[src/rtl/branch_resolve_if.sv]
// Handshake and payload bundle for the branch resolution stage:
// upstream issue, downstream result and fetch redirect.
interface branch_resolve_if;
   localparam int unsigned XLEN = 32;

   logic            in_valid;
   logic            in_ready;
   logic [1:0]      in_kind;
   logic [2:0]      in_funct3;
   logic [XLEN-1:0] in_pc;
   logic [XLEN-1:0] in_rs1;
   logic [XLEN-1:0] in_rs2;
   logic [XLEN-1:0] in_imm;

   logic            out_valid;
   logic            out_ready;
   logic            out_taken;
   logic [XLEN-1:0] out_target;
   logic [XLEN-1:0] out_link;
   logic            out_misaligned;
   logic            out_illegal;

   logic            redirect_valid;
   logic [XLEN-1:0] redirect_pc;

   // Issue side plus downstream consumer
   modport master (
      output in_valid, in_kind, in_funct3, in_pc, in_rs1, in_rs2, in_imm, out_ready,
      input  in_ready, out_valid, out_taken, out_target, out_link, out_misaligned,
             out_illegal, redirect_valid, redirect_pc
   );

   // Branch resolution stage
   modport slave (
      input  in_valid, in_kind, in_funct3, in_pc, in_rs1, in_rs2, in_imm, out_ready,
      output in_ready, out_valid, out_taken, out_target, out_link, out_misaligned,
             out_illegal, redirect_valid, redirect_pc
   );
endinterface

[src/rtl/branch_resolve.sv]
// Execute-side branch/jump resolution: S1 captures operands, S2 holds the
// resolved result; taken, aligned transfers emit a one-cycle fetch redirect.
module branch_resolve #(
   parameter logic [31:0] RESET_VECTOR = 32'h0000_0000,
   parameter int unsigned XLEN         = 32
) (
   input  logic           clk,
   input  logic           reset,
   input  logic           flush,
   branch_resolve_if.slave bus
);

   typedef enum logic [1:0] {
      KIND_NONE = 2'b00,
      KIND_BR   = 2'b01,
      KIND_JAL  = 2'b10,
      KIND_JALR = 2'b11
   } kind_e;

   // S1 operand capture
   logic            s1_valid_q, s1_valid_d;
   kind_e           s1_kind_q;
   logic [2:0]      s1_funct3_q;
   logic [XLEN-1:0] s1_pc_q, s1_rs1_q, s1_rs2_q, s1_imm_q;

   // S2 result and redirect
   logic            out_valid_q, out_valid_d;
   logic            out_taken_q, out_misaligned_q, out_illegal_q;
   logic [XLEN-1:0] out_target_q, out_link_q;
   logic            redirect_valid_q, redirect_valid_d;
   logic [XLEN-1:0] redirect_pc_q;

   // S1 evaluation
   logic            cmp_less, cmp_sign, cmp_negate, cmp_raw, cmp_result;
   logic            s1_illegal, s1_taken, s1_misaligned, s1_taken_ok;
   logic [XLEN-1:0] s1_target, s1_link, pc_plus_imm, rs1_plus_imm;
   logic            advance, in_ready_c, accept;

   // Comparator select from funct3, comparator, and target/link resolution
   always_comb begin
      cmp_less     = s1_funct3_q[2];
      cmp_sign     = !s1_funct3_q[1];
      cmp_negate   = s1_funct3_q[0];
      cmp_raw      = 1'b0;
      if (cmp_less) begin
         if (cmp_sign) cmp_raw = $signed(s1_rs1_q) < $signed(s1_rs2_q);
         else          cmp_raw = s1_rs1_q < s1_rs2_q;
      end else begin
         cmp_raw = (s1_rs1_q == s1_rs2_q);
      end
      cmp_result   = cmp_raw ^ cmp_negate;

      pc_plus_imm  = s1_pc_q + s1_imm_q;
      rs1_plus_imm = s1_rs1_q + s1_imm_q;
      s1_link      = s1_pc_q + XLEN'(4);
      // funct3 010/011 have no branch encoding
      s1_illegal   = (s1_kind_q == KIND_BR) && (s1_funct3_q[2:1] == 2'b01);

      s1_taken  = 1'b0;
      s1_target = s1_link;
      case (s1_kind_q)
         KIND_BR: begin
            s1_taken  = cmp_result && !s1_illegal;
            s1_target = pc_plus_imm;
         end
         KIND_JAL: begin
            s1_taken  = 1'b1;
            s1_target = pc_plus_imm;
         end
         KIND_JALR: begin
            s1_taken  = 1'b1;
            s1_target = rs1_plus_imm & ~XLEN'(1);
         end
         default: begin
            s1_taken  = 1'b0;
            s1_target = s1_link;
         end
      endcase

      s1_misaligned = s1_taken && s1_target[1];
      s1_taken_ok   = s1_taken && !s1_misaligned;
   end

   // Handshake: a redirecting entry blocks capture of younger entries
   always_comb begin
      advance    = s1_valid_q && (!out_valid_q || bus.out_ready);
      in_ready_c = !redirect_valid_q && (!s1_valid_q || (advance && !s1_taken_ok));
      accept     = bus.in_valid && in_ready_c && !flush;
   end

   // Next-state for the valid bits; flush kills everything in flight
   always_comb begin
      s1_valid_d       = s1_valid_q;
      out_valid_d      = out_valid_q;
      redirect_valid_d = 1'b0;
      if (flush) begin
         s1_valid_d  = 1'b0;
         out_valid_d = 1'b0;
      end else begin
         if (advance)            out_valid_d = 1'b1;
         else if (bus.out_ready) out_valid_d = 1'b0;
         if (accept)             s1_valid_d  = 1'b1;
         else if (advance)       s1_valid_d  = 1'b0;
         redirect_valid_d = advance && s1_taken_ok;
      end
   end

   // Pipeline registers
   always_ff @(posedge clk) begin
      if (reset) begin
         s1_valid_q       <= 1'b0;
         s1_kind_q        <= KIND_NONE;
         s1_funct3_q      <= 3'b000;
         s1_pc_q          <= '0;
         s1_rs1_q         <= '0;
         s1_rs2_q         <= '0;
         s1_imm_q         <= '0;
         out_valid_q      <= 1'b0;
         out_taken_q      <= 1'b0;
         out_misaligned_q <= 1'b0;
         out_illegal_q    <= 1'b0;
         out_target_q     <= XLEN'(RESET_VECTOR);
         out_link_q       <= XLEN'(RESET_VECTOR);
         redirect_valid_q <= 1'b0;
         redirect_pc_q    <= XLEN'(RESET_VECTOR);
      end else begin
         s1_valid_q       <= s1_valid_d;
         out_valid_q      <= out_valid_d;
         redirect_valid_q <= redirect_valid_d;
         if (accept) begin
            s1_kind_q   <= kind_e'(bus.in_kind);
            s1_funct3_q <= bus.in_funct3;
            s1_pc_q     <= bus.in_pc;
            s1_rs1_q    <= bus.in_rs1;
            s1_rs2_q    <= bus.in_rs2;
            s1_imm_q    <= bus.in_imm;
         end
         if (advance && !flush) begin
            out_taken_q      <= s1_taken;
            out_misaligned_q <= s1_misaligned;
            out_illegal_q    <= s1_illegal;
            out_target_q     <= s1_target;
            out_link_q       <= s1_link;
         end
         if (redirect_valid_d) redirect_pc_q <= s1_target;
      end
   end

   assign bus.in_ready       = in_ready_c;
   assign bus.out_valid      = out_valid_q;
   assign bus.out_taken      = out_taken_q;
   assign bus.out_target     = out_target_q;
   assign bus.out_link       = out_link_q;
   assign bus.out_misaligned = out_misaligned_q;
   assign bus.out_illegal    = out_illegal_q;
   assign bus.redirect_valid = redirect_valid_q;
   assign bus.redirect_pc    = redirect_pc_q;

endmodule

[src/flat_wrapper.sv]
// flat-port wrapper written by rule: the top's interface ports become plain ports
module branch_resolve_flat 
#(
   parameter logic [31:0] RESET_VECTOR = 32'h0000_0000,
   parameter int unsigned XLEN         = 32
)
  (clk, reset, flush, bus_in_valid, bus_in_kind, bus_in_funct3, bus_in_pc, bus_in_rs1, bus_in_rs2, bus_in_imm, bus_out_ready, bus_in_ready, bus_out_valid, bus_out_taken, bus_out_target, bus_out_link, bus_out_misaligned, bus_out_illegal, bus_redirect_valid, bus_redirect_pc);
  branch_resolve_if bus_i ();
  input  logic clk;
  input  logic reset;
  input  logic flush;
  input wire logic [$bits(bus_i.in_valid)-1:0] bus_in_valid;
  input wire logic [$bits(bus_i.in_kind)-1:0] bus_in_kind;
  input wire logic [$bits(bus_i.in_funct3)-1:0] bus_in_funct3;
  input wire logic [$bits(bus_i.in_pc)-1:0] bus_in_pc;
  input wire logic [$bits(bus_i.in_rs1)-1:0] bus_in_rs1;
  input wire logic [$bits(bus_i.in_rs2)-1:0] bus_in_rs2;
  input wire logic [$bits(bus_i.in_imm)-1:0] bus_in_imm;
  input wire logic [$bits(bus_i.out_ready)-1:0] bus_out_ready;
  output wire logic [$bits(bus_i.in_ready)-1:0] bus_in_ready;
  output wire logic [$bits(bus_i.out_valid)-1:0] bus_out_valid;
  output wire logic [$bits(bus_i.out_taken)-1:0] bus_out_taken;
  output wire logic [$bits(bus_i.out_target)-1:0] bus_out_target;
  output wire logic [$bits(bus_i.out_link)-1:0] bus_out_link;
  output wire logic [$bits(bus_i.out_misaligned)-1:0] bus_out_misaligned;
  output wire logic [$bits(bus_i.out_illegal)-1:0] bus_out_illegal;
  output wire logic [$bits(bus_i.redirect_valid)-1:0] bus_redirect_valid;
  output wire logic [$bits(bus_i.redirect_pc)-1:0] bus_redirect_pc;
  assign bus_i.in_valid = bus_in_valid;
  assign bus_i.in_kind = bus_in_kind;
  assign bus_i.in_funct3 = bus_in_funct3;
  assign bus_i.in_pc = bus_in_pc;
  assign bus_i.in_rs1 = bus_in_rs1;
  assign bus_i.in_rs2 = bus_in_rs2;
  assign bus_i.in_imm = bus_in_imm;
  assign bus_i.out_ready = bus_out_ready;
  assign bus_in_ready = bus_i.in_ready;
  assign bus_out_valid = bus_i.out_valid;
  assign bus_out_taken = bus_i.out_taken;
  assign bus_out_target = bus_i.out_target;
  assign bus_out_link = bus_i.out_link;
  assign bus_out_misaligned = bus_i.out_misaligned;
  assign bus_out_illegal = bus_i.out_illegal;
  assign bus_redirect_valid = bus_i.redirect_valid;
  assign bus_redirect_pc = bus_i.redirect_pc;
  branch_resolve #(.RESET_VECTOR(RESET_VECTOR), .XLEN(XLEN)) u_core (.clk(clk), .reset(reset), .flush(flush), .bus(bus_i));
endmodule
[config.mk]
export PLATFORM = sky130hd
export DESIGN_NAME = branch_resolve_flat
export DESIGN_NICKNAME = d
export VERILOG_FILES = /design/src/rtl/branch_resolve_if.sv /design/src/rtl/branch_resolve.sv /design/src/flat_wrapper.sv
export SDC_FILE = /design/constraint.sdc
export NUM_CORES = 1
export LEC_CHECK = 0
export BUFFER_PORTS_ARGS = -buffer_cell sky130_fd_sc_hd__buf_2
export CAP_MARGIN = 10
export CORE_MARGIN = 5
export CORE_UTILIZATION = 45
export DETAILED_ROUTE_END_ITERATION = 10
export PLACE_DENSITY = 0.67
export SLEW_MARGIN = 20
export SYNTH_ARGS = -nofsm -noshare
export SYNTH_HDL_FRONTEND = slang
export SYNTH_SLANG_ARGS = --single-unit
[constraint.sdc]
create_clock -name clk -period 3.74 [get_ports clk]
set_input_delay 0.187 -clock clk [delete_from_list [all_inputs] [get_ports clk]]
set_output_delay 0.187 -clock clk [all_outputs]
set_load 0.01 [all_outputs]
==> results of run 1 <==
-- synth_stat cells, types with 11 or more instances --
master and count:
a21oi_1 94, nand4_1 25, xnor2_1 39, a211oi_1 53, inv_1 52, a21o_1 32, nand3_1 29, nand2_1 114
nor2_1 256, dfxtp_1 235, nor3_1 18, clkbuf_1 53, o21a_1 14, o21ai_0 32, ha_1 98, buf_2 19
xor2_1 39, mux2i_1 153, a221oi_1 18, nand3b_1 11
-- where the power goes --
part / internal (uW) / switching [uW] / leakage (uW)
clock network: 1540 / 1050 / 0.000426
registers: 2590 / 99.3 / 0.00191
logic: 473 / 551 / 0.00591
-- sequential cells by signal, indices dropped and copies added (netlist names), 2 cells and up --
name	flops
u_core.bus.out_link	32
u_core.bus.out_target	32
u_core.bus.redirect_pc	32
u_core.s1_funct3_q	3
u_core.s1_imm_q	32
u_core.s1_kind_q	2
u_core.s1_pc_q	32
u_core.s1_rs1_q	32
u_core.s1_rs2_q	32
-- kinds of logic after synthesis --
kind of cell / count (synthesis) / share of synthesized area, %
AND/OR/NAND/NOR: 518 / 17.5
buffers and inverters: 129 / 3.83
XOR/XNOR: 78 / 5.16
AO/OA/AOI/OAI: 317 / 16.6
multiplexers: 156 / 11.8
flip-flops: 235 / 35.5
adder cells (fa/ha/maj): 100 / 9.56
-- metal layers --
| layer | GRT usage [%] | vias up | part of all wire (%) |
|---|---|---|---|
| met2 | 37.2 | 382 | 43 |
| met4 | 5.04 | 0 | 2.0 |
| met1 | 34.8 | 5808 | 47 |
| li1 | - | 6215 | - |
| met5 | 0 | - | 0 |
| met3 | 5.24 | 54 | 7.7 |
-- final cells by class --
class | instances | area (sq um) | area share [%]
Antenna cell | 1 | 2.50 | 0.0145
Clock inverter | 10 | 120 | 0.694
Tap cell | 384 | 480 | 2.78
Multi-Input combinational cell | 1169 | 8120 | 46.9
Sequential cell | 235 | 4710 | 27.2
Timing Repair Buffer | 414 | 2920 | 16.9
Inverter | 53 | 199 | 1.15
Clock buffer | 38 | 756 | 4.37
-- metrics by stage --
stage | TNS, ps | cell area [sq um]
final | 0 | 17300
after CTS | 0 | 17200
after detailed placement | -34.7 | 15000
after global placement | 0 | 15000
after floorplan | 0 | 13200
after global routing | 0 | 17300
-- worst max-delay path: stages, from the launching register on --
cell	delay, ps
dfxtp_1	360
ha_2	220
fa_2	370
a211o_1	360
a2111oi_4	430
o22ai_2	150
a311oi_4	310
o21ai_4	120
a211o_2	340
mux2i_1	150
nor4_2	410
a21oi_1	70
a21o_1	200
-- timing repair --
| action | in CTS | in global routing |
|---|---|---|
| pin swaps | 0 | 7 |
| resized for setup | 1 | 15 |
| gates cloned | 0 | 0 |
| endpoints found under the setup margin | 1 | 84 |
| endpoints found under the hold margin | 135 | 0 |
| hold buffers | 136 | 0 |
-- path summary, 6_finish.rpt --
kind | startpoint | slack [ps] | depth (start not counted) | end
max | u_core.s1_imm_q[0] | 160 | 12 | u_core.bus.out_target[24]
min | reset | 200 | 2 | u_core.bus.redirect_valid
max reg2reg | u_core.s1_imm_q[0] | 160 | 12 | u_core.bus.out_target[24]
min reg2reg | u_core.bus.out_target[7] | 460 | 2 | u_core.bus.out_target[7]
==> impl_metrics.yaml, run 1 <==
worst_setup_path:
  worstPathArrival_ps: 4020
  cp-end-kind: "flip-flop"
  crit_required_ps: 4180
  critPathLaunchType: "flip-flop"
  crit_path_max_fanout: 4
  critPathKind: "reg -> reg"
power:
  power.total_uw: 6310
  cellPowerDensity_nw_per_um2: 365
  ir_drop_mv: 0.330
  p_leak_uw: 0.00825
floorplan:
  io_pins: 240
  die-height_um: 182
  core_area_sq_um: 28900
  start_util_pct: 45.9
  row_count: 62
  die_w_um: 182
  dieArea_sq_um: 33000
synthesis:
  ys_seq_area_share_pct: 35.5
  synth_seq_cells: 235
  avgSynthCellArea_sq_um: 8.64
  synth.distinct_cells: 67
  syn_area_sq_um: 13200
  synth_enable_flop_cells: 0
  syn_nets: 1771
  synth_warnings: 0
  synth_cells: 1533
  synth_area_leaders: "dfxtp_1 36%, mux2i_1 12%, ha_1 9.3%, nor2_1 7.3%, a21oi_1 3.6%"
  synth_top_area_share_pct: 35.5
  async_flop_share_pct: 0
  synth-main-ff-cell: "dfxtp_1"
  yosysTopAreaCell: "dfxtp_1"
drt:
  vias: 12459
  drc: 0
  drt_iter0_markers: 911
  wire_per_inst_um: 18.1
  viasPerCell: 5.41
  dr.pass1.iters: 5
  final_antenna_net_count: 0
  drt_wl_total_um: 41700
final_layout:
  layout-drive-gt1-share_pct: 18.4
  final_nets: 2137
  syn2layout_area_growth_pct: 30.6
  final_common_cell: "nor2_1"
  most-common-layout-cells: "256 x nor2_1, 238 x buf_2, 234 x dfxtp_1"
  fin_util_pct: 60.0
  fill_cells: 2566
  instances_no_fill: 2304
sta:
  period_minus_slack_ps: 3580
  setup_viol: 0
  finalHoldViolCount: 0
  max_freq_mhz: 279
  maxSlewViolCount: 0
  hold_ws_ps: 199
  relSlewSlack_pct: 36.5
  rsz0062_at_grt: "no"
  skew_ps: 18.1
  fin_crit_sh_pct: 95.8
  tightest_slew_ps: 953
  fin_ws_ps: 158
placed_design:
  hpwl_um: 30800
  port-buffer-count: 239
  pre_cts_slack_ps: -34.7
  dp.cells: 2119
  finalWeightedCongestion: 0.891
grt:
  grt_first_pass_wirelength_um: 65500
  grt_max_degree: 123
  antenna_found_initial: 1
  grt_usage_pct: 24.1
  grt_overflow_total: 0
  grt_pass1_vias: 12091
cts:
  cts.sinks: 235
  clk_path_buf_depth: 3
  clk_pin_slew_ps: 60
  insertion_delay_ps: 550
  cts_buffers: 26
  cts-root-buf: "clkbuf_16"
  post-cts-setup-buffers: 0
  cts_tree: "done"
  cts_max_level: 1
run:
  max-cap-violations: 0
min_path:
  worst_hold_path_type: "in -> reg"
outcome:
  outcome: "complete, no violations"
No activity file was read; power rests on OpenSTA's default activity.
==> inputs of run 2 (changes only) <==
==> constraint.sdc (replaced) <==
create_clock -name clk -period 3.74 [get_ports clk]
set_input_delay 0.187 -clock clk [delete_from_list [all_inputs] [get_ports clk]]
set_output_delay 0.187 -clock clk [all_outputs]
set_load 0.05 [all_outputs]
==> run 2 against run 1 <==
Final area hardly changed; via count hardly changed; non-clock buffer count is 1 higher; sequential power hardly changed; worst setup slack better by 7.0 ps; critical path type is now reg -> out; die area stayed put; clock-buffer cell count stayed put; critical endpoint is now bus_in_ready; cell count hardly changed; worst hold slack better by 12 ps.
==> impl_metrics.yaml, run 2 (synthesized netlist as in run 1, its figures left out) <==
grt:
  grt_overflow_total: 0
  antenna_found_initial: 1
  grt_first_pass_wirelength_um: 65500
  grt_max_degree: 123
  grt_usage_pct: 24.1
  grt_pass1_vias: 12084
drt:
  wire_per_inst_um: 18.1
  final_antenna_net_count: 0
  drc: 0
  viasPerCell: 5.40
  dr.pass1.iters: 5
  drt_wl_total_um: 41800
  drt_iter0_markers: 869
  vias: 12452
placed_design:
  hpwl_um: 30800
  finalWeightedCongestion: 0.891
  placed_area_sq_um: 15000
  port-buffer-count: 239
final_layout:
  layout-drive-gt1-share_pct: 18.4
  fill_cells: 2568
  final_common_cell: "nor2_1"
  final_nets: 2138
  most-common-layout-cells: "256 x nor2_1, 237 x buf_2, 234 x dfxtp_1"
  syn2layout_area_growth_pct: 30.7
  stdcell_area_sq_um: 17300
sta:
  relSlewSlack_pct: 36.8
  period_minus_slack_ps: 3570
  tightest_slew_ps: 947
  max_freq_mhz: 280
  finalHoldViolCount: 0
  hold_ws_ps: 211
  maxSlewViolCount: 0
  fin_crit_sh_pct: 95.6
  skew_ps: 18.8
  setup_viol: 0
worst_setup_path:
  r2r_end: "u_core.bus.out_target[24]"
  critPathKind: "reg -> out"
  crit_required_ps: 3550
  r2r_setup_slack_ps: 170
  critPathLaunchType: "flip-flop"
  cp-end-kind: "output pin"
  r2r-start: "u_core.s1_imm_q[0]"
  worstPathArrival_ps: 3390
  crit_path_max_fanout: 3
  r2r_cells: 12
power:
  swShare_pct: 27.7
  ir_drop_mv: 0.331
  combPwrFrac_pct: 17.0
  pwr-share-seq_pct: 42.2
  switchingPower_uw: 1770
  power.internal_uw: 4610
  p_leak_uw: 0.00826
  cellPowerDensity_nw_per_um2: 368
  power_frac_clock_pct: 40.7
cts:
  cts_max_level: 1
  cts-root-buf: "clkbuf_16"
  clk_path_buf_depth: 3
  cts.sinks: 235
  insertion_delay_ps: 550
  cts_buffers: 26
  cts_tree: "done"
  clk_pin_slew_ps: 60
floorplan:
  core_area_sq_um: 28900
  io_pins: 240
  die_w_um: 182
  start_util_pct: 45.9
  row_count: 62
  dieArea_sq_um: 33000
  die-height_um: 182
outcome:
  outcome: "complete, no violations"
min_path:
  hold_path_startpoint: "reset"
  min_to: "u_core.bus.redirect_valid"
  holdPathStages: 2
  worst_hold_path_type: "in -> reg"
run:
  max-cap-violations: 0
run 2: worst max path at each step:
stage | start | to | slack [ps]
3_5_place_dp | u_core.s1_imm_q[0] | u_core.bus.out_target[24] | -30
3_3_place_gp | u_core.s1_imm_q[0] | u_core.bus.out_target[24] | 90
4_1_cts | u_core.s1_rs2_q[25] | bus_in_ready | 20
2_1_floorplan | u_core.s1_pc_q[0] | u_core.bus.out_target[24] | 360
5_1_grt | u_core.s1_rs2_q[25] | bus_in_ready | -30
6_report | u_core.s1_rs2_q[25] | bus_in_ready | 170
run 2: timing repair:
| item | 4_1_cts | 5_1_grt |
|---|---|---|
| setup buffers | 0 | 1 |
| hold endpoints to repair | 135 | 0 |
| hold buffers | 136 | 0 |
| endpoints found under the setup margin | 2 | 70 |
| pin swaps | 0 | 9 |
| resized for setup | 2 | 16 |
run 2: power by group through the flow:
stage / clock, uW / combinational [uW] / sequential [uW]
finish: 2600 / 1090 / 2690
global route: 2740 / 1190 / 2700
global placement: 0 / 924 / 2740
CTS: 2650 / 1060 / 2690
detailed placement: 0 / 941 / 2750
floorplan: 0 / 583 / 2770
run 2: layer usage:
layer	wire length, um	global-route usage [%]
met1	20100	34.8
met2	17900	37.3
met3	2960	5.16
met4	828	4.95
met5	0	0
run 2: layout make-up:
cell class / instances / area, sq um / area share, %
sequential: 235 / 4710 / 27.2
timing repair buffer: 415 / 2930 / 16.9
antenna: 1 / 2.50 / 0.0145
multi-input combinational: 1169 / 8120 / 46.9
inverter: 53 / 199 / 1.15
clock buffer: 38 / 756 / 4.36
clock inverter: 10 / 120 / 0.694
tap: 384 / 480 / 2.77
run 2: worst max-delay path: stages (launching register included):
cell and delay [ps]:
dfxtp_1 330, inv_1 50, ha_1 300, a21o_1 190, a21o_1 170, a221oi_1 290
o221ai_1 200, a21oi_2 240, o221ai_2 200, o31ai_1 280, buf_4 180, nand2_1 60
nor2_1 150, buf_4 230
run 2: per-stage QoR:
step | std cells | setup TNS (ps) | power (uW) | setup slack [ps] | util (%)
after floorplan | 1533 | 0 | 3360 | 361 | -
after global placement | 2119 | 0 | 3670 | 94.9 | 52.0
after detailed placement | 2119 | -34.7 | 3690 | -34.7 | 52.0
after CTS | 2303 | 0 | 6400 | 20.9 | 59.8
after global routing | 2305 | -28.3 | 6630 | -28.3 | 60.0
final | 2305 | 0 | 6380 | 165 | 60.0
==> inputs of run 3 (changes only) <==
--- a/config.mk
+++ b/config.mk
@@ -11,4 +11,5 @@
 export CORE_UTILIZATION = 45
 export DETAILED_ROUTE_END_ITERATION = 10
+export MAX_ROUTING_LAYER = met4
 export PLACE_DENSITY = 0.67
 export SLEW_MARGIN = 20
==> constraint.sdc (replaced) <==
create_clock -name clk -period 3.74 [get_ports clk]
set_input_delay 0.748 -clock clk [delete_from_list [all_inputs] [get_ports clk]]
set_output_delay 0.748 -clock clk [all_outputs]
set_load 0.05 [all_outputs]
==> run 3 against run 2 <==
The run now ends with negative setup slack left; register-to-register slack better by 20 ps; core utilization is 4.0 points lower; first-iteration DRC count is 11% higher; worst hold slack better by 210 ps; maximum frequency is 6.2% lower; non-clock buffer count is 123 lower; clock skew is 4.4 ps higher; combinational power is 7% lower; final area is 6.6% lower; clock power is 2% lower; sequential cell count stayed put; cell count is 5.2% lower; critical endpoint unchanged; highest routed layer unchanged.
==> impl_metrics.yaml, run 3 (synthesized netlist as in run 1, its figures left out) <==
outcome:
  outcome: "complete, but fails checks"
  violations: "negative setup slack"
sta:
  rsz0062_at_grt: "yes"
  period_minus_slack_ps: 3810
  fin_ws_ps: -69.8
  setup_tns_ps: -69.8
  fin_crit_sh_pct: 102
  tightest_slew_ps: 868
  relSlewSlack_pct: 41.6
  maxSlewViolCount: 0
  setup_viol: 1
  max_freq_mhz: 262
  skew_ps: 23.1
  finalHoldViolCount: 0
min_path:
  min_to: "u_core.s1_pc_q[4]"
  hold_path_startpoint: "bus_in_pc[4]"
  holdPathStages: 3
  worst_hold_path_type: "in -> reg"
floorplan:
  core_area_sq_um: 28900
  start_util_pct: 45.9
  dieArea_sq_um: 33000
  die-height_um: 182
  row_count: 62
  die_w_um: 182
  io_pins: 240
worst_setup_path:
  r2r_end: "u_core.bus.out_target[24]"
  crit_path_cell_trace: "inv_1 > ha_4 > nand4_1 > or3_1 > o221ai_2 > a21oi_2 > and4_4 > o31ai_2 > buf_4 > nand2_2 > nor2_2 > buf_6"
  critPathLaunchType: "flip-flop"
  r2r-start: "u_core.s1_pc_q[0]"
  cp_top_family: "simple AND/OR/NAND/NOR gates"
  r2r_cells: 13
  crit_path_max_fanout: 3
  slowest_delay_ps: 400
  startpoint: "u_core.s1_rs2_q[31]"
  path_buf_inv: 3
  r2r_setup_slack_ps: 190
  critPathKind: "reg -> out"
  worstPathArrival_ps: 3060
  cpMaxStageDelayCell: "or3_1"
  crit_required_ps: 2990
  cp-end-kind: "output pin"
power:
  combPwrFrac_pct: 16.2
  power.total_uw: 6240
  pwr-share-seq_pct: 43.2
  cellPowerDensity_nw_per_um2: 386
  switchingPower_uw: 1760
  swShare_pct: 28.2
  ir_drop_mv: 0.295
  power.internal_uw: 4480
  p_leak_uw: 0.00777
  power_frac_clock_pct: 40.7
grt:
  met2_usage_pct: 34.1
  grt_usage_pct: 24.2
  grt_max_degree: 94
  gr-usage-met3_pct: 4.98
  grt_pass1_vias: 11368
  met1_usage_pct: 35.7
  antenna_found_initial: 7
  grt_first_pass_wirelength_um: 63500
  grt_busiest_layer: "met1"
  grt_overflow_total: 0
cts:
  cts_buffers: 26
  clk_path_buf_depth: 3
  cts_max_level: 1
  insertion_delay_ps: 560
  cts.sinks: 235
  cts_tree: "done"
  cts-root-buf: "clkbuf_16"
  holdBufCountCts: 0
  clk_pin_slew_ps: 70
final_layout:
  syn2layout_area_growth_pct: 22.1
  layout-drive-gt1-share_pct: 22.0
  fill_cells: 2718
  final_nets: 2015
  fin_util_pct: 56.0
  multi_input_area_sq_um: 8250
  final_common_cell: "nor2_1"
  most-common-layout-cells: "255 x nor2_1, 237 x buf_2, 222 x dfxtp_1"
  register_area_sq_um: 4720
placed_design:
  finalWeightedCongestion: 0.929
  port-buffer-count: 239
  hpwl_um: 31100
drt:
  drt_wl_total_um: 40600
  final_antenna_net_count: 0
  wire_per_inst_um: 18.6
  viasPerCell: 5.51
  drt_iter0_markers: 968
  vias: 12030
  dr.pass1.iters: 6
  drc: 0
run:
  max-cap-violations: 0
[run 3: power by group through the flow]
stage / Combinational, uW / Sequential (uW) / Clock, uW
floorplan: 583 / 2770 / 0
global placement: 937 / 2740 / 0
detailed placement: 948 / 2750 / 0
CTS: 995 / 2690 / 2580
global route: 1110 / 2700 / 2680
finish: 1010 / 2690 / 2540
[run 3: worst max-delay path by stage]
stage,depth (start not counted),slack (ps),to
6_report,12,-70,bus_in_ready
5_1_grt,13,-260,bus_in_ready
4_1_cts,13,-60,bus_in_ready
3_5_place_dp,12,-20,u_core.bus.out_target[24]
3_3_place_gp,12,100,u_core.bus.out_target[24]
2_1_floorplan,11,190,bus_in_ready
[run 3: repair_timing]
action / 4_1_cts / 5_1_grt
endpoints found under the setup margin: 2 / 10
pin swaps: 22 / 8
resized for setup: 40 / 10
buffers inserted: 8 / 1
[run 3: worst min-delay path: stages]
cell and delay [ps]:
buf_2 70, mux2i_1 50, nor2_1 70
[run 3: final cells by class]
type	instances	share of cell area [%]
flip-flops and latches	235	29.2
well taps	384	2.97
clock inverters	12	0.836
repair buffers	292	10.3
inverters	53	1.23
clock buffers	32	4.35
multi-input cells	1169	51.0
diodes	7	0.108
[run 3: routing by layer]
layer / up-vias / wire, um
li1: 5985 / -
met1: 5513 / 19900
met2: 471 / 16700
met3: 61 / 3130
met4: 0 / 799
met5: - / 0
[run 3: stage by stage]
step	instances	hold slack [ps]	instance area [sq um]	setup slack, ps
2_1_floorplan	1533	462	13200	190
3_3_place_gp	2124	437	15000	97.9
3_5_place_dp	2124	442	15000	-24.2
4_1_cts	2176	406	16100	-63.6
5_1_grt	2183	419	16200	-261
6_report	2184	418	16200	-69.8
